**config.mk**
```make
export PLATFORM = sky130hd
export DESIGN_NAME = sorter_sync_framer
export DESIGN_NICKNAME = d
export VERILOG_FILES = /design/src/rtl/bpsk_pkg.sv /design/src/rtl/sorter_sync_framer_cmp_swap.sv /design/src/rtl/sorter_sync_framer.sv
export SDC_FILE = /design/constraint.sdc
export NUM_CORES = 1
export LEC_CHECK = 0
export CORE_UTILIZATION = 58
export DETAILED_ROUTE_END_ITERATION = 10
export GPL_TIMING_DRIVEN = 0
export PLACE_DENSITY_LB_ADDON = 0.08
export SETUP_SLACK_MARGIN = 0.5
export SYNTH_ARGS = -nofsm -noshare
export SYNTH_HDL_FRONTEND = slang
export SYNTH_SLANG_ARGS = --single-unit
```
**constraint.sdc**
```tcl
create_clock -name clk -period 3.4 [get_ports clk]
set_input_delay 0.68 -clock clk [delete_from_list [all_inputs] [get_ports clk]]
set_output_delay 0.68 -clock clk [all_outputs]
set_load 0.005 [all_outputs]
```
**src/rtl/bpsk_pkg.sv**
```systemverilog
// Shared types and sizing helpers for the transmitter byte-sorting path.
package bpsk_pkg;

  typedef enum logic [1:0] {
    ST_LOAD,
    ST_SORT,
    ST_OUT
  } state_t;

  localparam logic [7:0] DEFAULT_PREAMBLE = 8'hA5;

  function automatic int unsigned frame_width(input int unsigned packet_width,
                                              input int unsigned data_width,
                                              input int unsigned index_width,
                                              input int unsigned preamble_length);
    return packet_width * (data_width + index_width) + preamble_length;
  endfunction

endpackage

```
**src/rtl/sorter_sync_framer_cmp_swap.sv**
```systemverilog
// One odd-even transposition pass over the slot array; ties never swap.
module cmp_swap_stage #(
  parameter int unsigned PACKET_WIDTH = 8,
  parameter int unsigned DATA_WIDTH   = 8,
  parameter int unsigned INDEX_WIDTH  = $clog2(PACKET_WIDTH)
) (
  input  logic [PACKET_WIDTH-1:0][DATA_WIDTH+INDEX_WIDTH-1:0] slots_in,
  input  logic                                                odd_pass,
  input  logic                                                descending,
  output logic [PACKET_WIDTH-1:0][DATA_WIDTH+INDEX_WIDTH-1:0] slots_out
);

  typedef struct packed {
    logic [DATA_WIDTH-1:0]  data;
    logic [INDEX_WIDTH-1:0] idx;
  } slot_t;

  slot_t [PACKET_WIDTH-1:0] a;
  slot_t [PACKET_WIDTH-1:0] y;

  assign a         = slots_in;
  assign slots_out = y;

  // Pairs of one parity are disjoint, so every swap reads the unmodified input.
  always_comb begin
    y = a;
    for (int unsigned k = 0; k + 1 < PACKET_WIDTH; k++) begin
      if (k[0] == odd_pass) begin
        if (descending ? (a[k].data < a[k+1].data) : (a[k].data > a[k+1].data)) begin
          y[k]   = a[k+1];
          y[k+1] = a[k];
        end
      end
    end
  end

endmodule

```
**src/rtl/sorter_sync_framer.sv**
```systemverilog
// Streaming packet sorter: loads PACKET_WIDTH bytes, runs one transposition pass
// per cycle, then presents {indices, data, preamble} on a valid/ready output.
module sorter_sync_framer
  import bpsk_pkg::*;
#(
  parameter int unsigned PACKET_WIDTH    = 8,
  parameter int unsigned DATA_WIDTH      = 8,
  parameter int unsigned INDEX_WIDTH     = $clog2(PACKET_WIDTH),
  parameter int unsigned PREAMBLE_LENGTH = 8,
  parameter logic [PREAMBLE_LENGTH-1:0] PREAMBLE = PREAMBLE_LENGTH'(DEFAULT_PREAMBLE),
  localparam int unsigned FRAME_WIDTH =
    frame_width(PACKET_WIDTH, DATA_WIDTH, INDEX_WIDTH, PREAMBLE_LENGTH)
) (
  input  logic                   clk,
  input  logic                   rst,
  input  logic                   in_valid,
  output logic                   in_ready,
  input  logic [DATA_WIDTH-1:0]  in_byte,
  input  logic                   descending,
  output logic                   out_valid,
  input  logic                   out_ready,
  output logic [FRAME_WIDTH-1:0] frame_out,
  output logic                   busy
);

  localparam int unsigned      CNT_W = $clog2(PACKET_WIDTH + 1);
  localparam logic [CNT_W-1:0] LAST  = CNT_W'(PACKET_WIDTH - 1);

  typedef struct packed {
    logic [DATA_WIDTH-1:0]  data;
    logic [INDEX_WIDTH-1:0] idx;
  } slot_t;

  state_t                   state;
  logic [CNT_W-1:0]         count;
  logic [CNT_W-1:0]         pass;
  logic                     desc_q;
  slot_t [PACKET_WIDTH-1:0] slots;
  slot_t [PACKET_WIDTH-1:0] slots_next;
  logic [INDEX_WIDTH-1:0]   load_idx;
  logic [FRAME_WIDTH-1:0]   frame_next;

  assign load_idx = count[INDEX_WIDTH-1:0];

  cmp_swap_stage #(
    .PACKET_WIDTH (PACKET_WIDTH),
    .DATA_WIDTH   (DATA_WIDTH),
    .INDEX_WIDTH  (INDEX_WIDTH)
  ) u_stage (
    .slots_in   (slots),
    .odd_pass   (pass[0]),
    .descending (desc_q),
    .slots_out  (slots_next)
  );

  always_comb begin
    frame_next = '0;
    frame_next[PREAMBLE_LENGTH-1:0] = PREAMBLE;
    for (int unsigned k = 0; k < PACKET_WIDTH; k++) begin
      frame_next[PREAMBLE_LENGTH + k*DATA_WIDTH +: DATA_WIDTH] = slots[k].data;
      frame_next[PREAMBLE_LENGTH + PACKET_WIDTH*DATA_WIDTH + k*INDEX_WIDTH +: INDEX_WIDTH] =
        slots[k].idx;
    end
  end

  always_ff @(posedge clk) begin
    if (rst) begin
      state     <= ST_LOAD;
      count     <= '0;
      pass      <= '0;
      desc_q    <= 1'b0;
      slots     <= '0;
      in_ready  <= 1'b1;
      out_valid <= 1'b0;
      busy      <= 1'b0;
      frame_out <= '0;
    end else begin
      unique case (state)
        ST_LOAD: begin
          if (in_valid && in_ready) begin
            slots[load_idx].data <= in_byte;
            slots[load_idx].idx  <= load_idx;
            if (count == '0) desc_q <= descending;
            count <= count + 1'b1;
            if (count == LAST) begin
              state    <= ST_SORT;
              pass     <= '0;
              in_ready <= 1'b0;
              busy     <= 1'b1;
            end
          end
        end
        ST_SORT: begin
          slots <= slots_next;
          pass  <= pass + 1'b1;
          if (pass == LAST) state <= ST_OUT;
        end
        // First OUT cycle registers the frame; this keeps frame_out off the sort path.
        ST_OUT: begin
          if (!out_valid) begin
            out_valid <= 1'b1;
            frame_out <= frame_next;
          end else if (out_ready) begin
            out_valid <= 1'b0;
            count     <= '0;
            in_ready  <= 1'b1;
            busy      <= 1'b0;
            state     <= ST_LOAD;
          end
        end
        default: state <= ST_LOAD;
      endcase
    end
  end

endmodule
```
==> run metrics <==
area of the die=~19,000 sq um; Placer Congestion=0.977; drt first pass iters=6; crit path time final=roughly 2.8 ns; Yosys reg bits=around 190; clk_lat worst skew=about 0.45 ns; max-cap violation count=0; global-route wire length before repair=roughly 54 mm; vias in the first global route=between 9k and 10k; final period utilization=between 80% and 90%; R2R Setup Slk=0.58 ns; Post-CTS Resized=0; Arr. time, crit path=~3.1 ns; Port-buffer cells=~110; Post-Synthesis Cells=1,382; Global Route Usage Sum=between 30% and 40%; Post-Route Setup TNS=0 ns; filler instances=around 1.6k; H-tree depth=4; pre-CTS setup slack=0.437 ns; final WL=35.5 mm; antenna violations before repair=1; Row Count=49; Final Slew Violations=0; r2r startpoint=frame_next[33]$_SDFFE_PP0P_; critical-path cell list=inv_1 > ha_1 > nor2b_1 > o211ai_1 > a21oi_1 > mux2i_2 > clkbuf_1 > o21ai_0 > a21boi_0 > a311oi_1; Max stage delay on crit path=about 0.48 ns; fmax=between 300 and 400 MHz; synth top area cells=dfxtp_1 (36%), a21oi_1 (8.3%), nand2_1 (8.0%); largest net degree at the start of global routing=17; Startpoint Class=flop; DIE HEIGHT=138 um; die width=around 140 um; fin cells=about 1.8k; final setup violation count=0; Yosys cell types=77; reg2reg end=frame_next[30]$_SDFFE_PP0P_; average size of a mapped cell=7.72 sq um; DP Area=about 12,000 sq um; antenna viol nets, final=0; Vias/cell=approximately 6.2; Post-synth EDFFs=0; PnR worst setup slack=just under 0.6 ns; fraction of registers with async set/reset=0%; top cell type's share of synthesized area=between 30% and 40%; sequential area share after synthesis=between 30% and 40%; Crit. End Element=flop; worst slew pin tran=between 1 and 1.5 ns; core area=roughly 18,000 sq um; Initial Util=approximately 60%; status=finished, final reports clean; DR WL/cell=approximately 20 um; total CTS buffers=17; IO Count=around 110; PD cells=about 380 nW/um^2; nets@finish=1,582; Max Clock Skew=about 0.012 ns; clk sinks=between 150 and 200; Worst Setup SP=frame_next[33]$_SDFFE_PP0P_; worst min-delay path class=reg2reg; Reg2Reg Depth=10; DRC violations left=0; unrepaired setup endpoints after global routing=false; Cells after DPL=approximately 1.7k; GRT overflow=0; last element of the critical path=frame_next[30]$_SDFFE_PP0P_; DPL Wire Length=25.6 mm; Vias=10.9k; crit-path max FO=10; worst relative slew slack=around an eighth; final count of hold timing violations=0; Setup Crit Path Kind=reg2reg; Lkg Pwr=around 0.0044 uW; starting DRC count in detailed routing=1,229; Synth Flop Type=dfxtp_1; Crit path required time=roughly 3.7 ns; post-synth top area cell=dfxtp_1; clk buf depth=2; Root Buffer=clkbuf_16; synthesized area=10,700 sq um; slowest CP cell=dfxtp_1; Setup Buffers After CTS=0; hold-fix buffers at CTS=0; Syn-to-layout area delta=17.9%; clk slew on worst S/H paths=0.07 ns; CTS tree=built; final instance area=12,600 sq um; VDD IR max=about 0.32 mV; Yosys Warn Count=0; layout cells sized above 1=6.57%
## registers in the layout (all words and copies together), names as in the netlist
register	cells
busy	1
count	4
pass	4
frame_out	89
out_valid	1
desc_q	1
frame_next	88
in_ready	1
state	2
## layout make-up
cell class	instances	area, sq um	area share [%]
tap	229	287	2.28
inverter	76	285	2.27
timing repair buffer	106	1060	8.44
antenna	1	2.50	0.0199
clock inverter	12	86.3	0.686
clock buffer	19	443	3.52
buffer	103	500	3.98
sequential	191	3830	30.4
multi-input combinational	1015	6090	48.4
## cells by family (layout without fill, tap and decap cells)
kind of cell | count (synthesis) | in the layout | synth area share (%)
adders and majority gates | 59 | 59 | 6.92
buffers and inverters | 179 | 316 | 7.26
other | 1 | 5 | 0.0352
and+or+nand+nor | 445 | 445 | 18.6
AOI/OAI and AO/OA | 461 | 461 | 27.1
DFF | 191 | 191 | 35.9
muxes | 42 | 42 | 3.97
xor gates and xnor gates | 4 | 4 | 0.328
## cells in the final DEF, fill, tap and decap left out, types with 5 or more instances in the layout
cell               n
a21oi_1          176
nand2b_1           5
buf_4             10
clkbuf_1          61
o211ai_1           8
ha_1              59
clkbuf_16         17
or3_1             18
nand2_1          226
inv_1             75
nor2_1           102
a221oi_1           9
nor3_1            23
a31oi_1           26
o21ai_0           96
mux2i_1           39
a41oi_1            8
buf_1              6
nand3_1           16
a311oi_1          10
clkdlybuf4s50_1  106
a211oi_1          28
o21ai_1           10
dfxtp_1          188
a21boi_0           8
nor2b_1           11
a21o_1            17
buf_2             16
a221oi_2           9
o21a_1            17
nand4_1           15
buf_6              6
## power by group
part           internal [uW]  leakage, uW  switching (uW)
clock network            954     0.000256             914
registers               2270      0.00154            53.2
logic                    210      0.00259             390
total                   3430      0.00439            1360
## how the worst min path moves through the flow
stage          cells past startpoint  slack (ns)                    endpoint                         from
2_1_floorplan                      2        0.43  frame_out[90]$_SDFFE_PP0P_  frame_next[90]$_SDFFE_PP0P_
3_3_place_gp                       2        0.44  frame_out[20]$_SDFFE_PP0P_   frame_out[20]$_SDFFE_PP0P_
3_5_place_dp                       2        0.45  frame_out[16]$_SDFFE_PP0P_   frame_out[16]$_SDFFE_PP0P_
4_1_cts                            2        0.46  frame_out[16]$_SDFFE_PP0P_   frame_out[16]$_SDFFE_PP0P_
5_1_grt                            2        0.47  frame_out[47]$_SDFFE_PP0P_   frame_out[47]$_SDFFE_PP0P_
6_report                           2        0.45  frame_out[17]$_SDFFE_PP0P_   frame_out[17]$_SDFFE_PP0P_
## per-layer routing
metal / global-route usage, % / vias to the layer above / part of all wire (%)
li1: - / 5153 / -
met1: 51.7 / 5025 / 42
met2: 58.0 / 649 / 43
met3: 6.99 / 110 / 11
met4: 16.4 / 0 / 4.1
met5: 0 / - / 0
## through the flow
step,hold slack [ns],util (%),power [uW]
final,0.452,70.0,4790
after global routing,0.474,70.0,4930
after CTS,0.456,69.9,4760
after detailed placement,0.446,66.9,2940
after global placement,0.442,66.9,2920
after floorplan,0.432,-,2760
## synthesized netlist by cell type (all sizes together) (12+ instances only)
| master | n |
|---|---|
| nand4 | 15 |
| nor3 | 27 |
| clkbuf | 66 |
| inv | 76 |
| nor2b | 12 |
| a31oi | 26 |
| or3 | 19 |
| buf | 37 |
| ha | 59 |
| a21oi | 180 |
| o21a | 17 |
| nand3 | 16 |
| a211oi | 28 |
| o21ai | 107 |
| nor2 | 103 |
| nand2 | 226 |
| dfxtp | 191 |
| a21o | 17 |
| a221oi | 18 |
| mux2i | 40 |
## critical path: cells and delay by family (launching register included)
| kind | cells | cell delay, ns |
|---|---|---|
| AOI/OAI and AO/OA | 5 | 0.76 |
| and+or+nand+nor | 1 | 0.14 |
| adders and majority gates | 1 | 0.30 |
| buffers and inverters | 2 | 0.53 |
| muxes | 1 | 0.46 |
| DFF | 1 | 0.48 |
No activity file was read; power rests on OpenSTA's default activity.
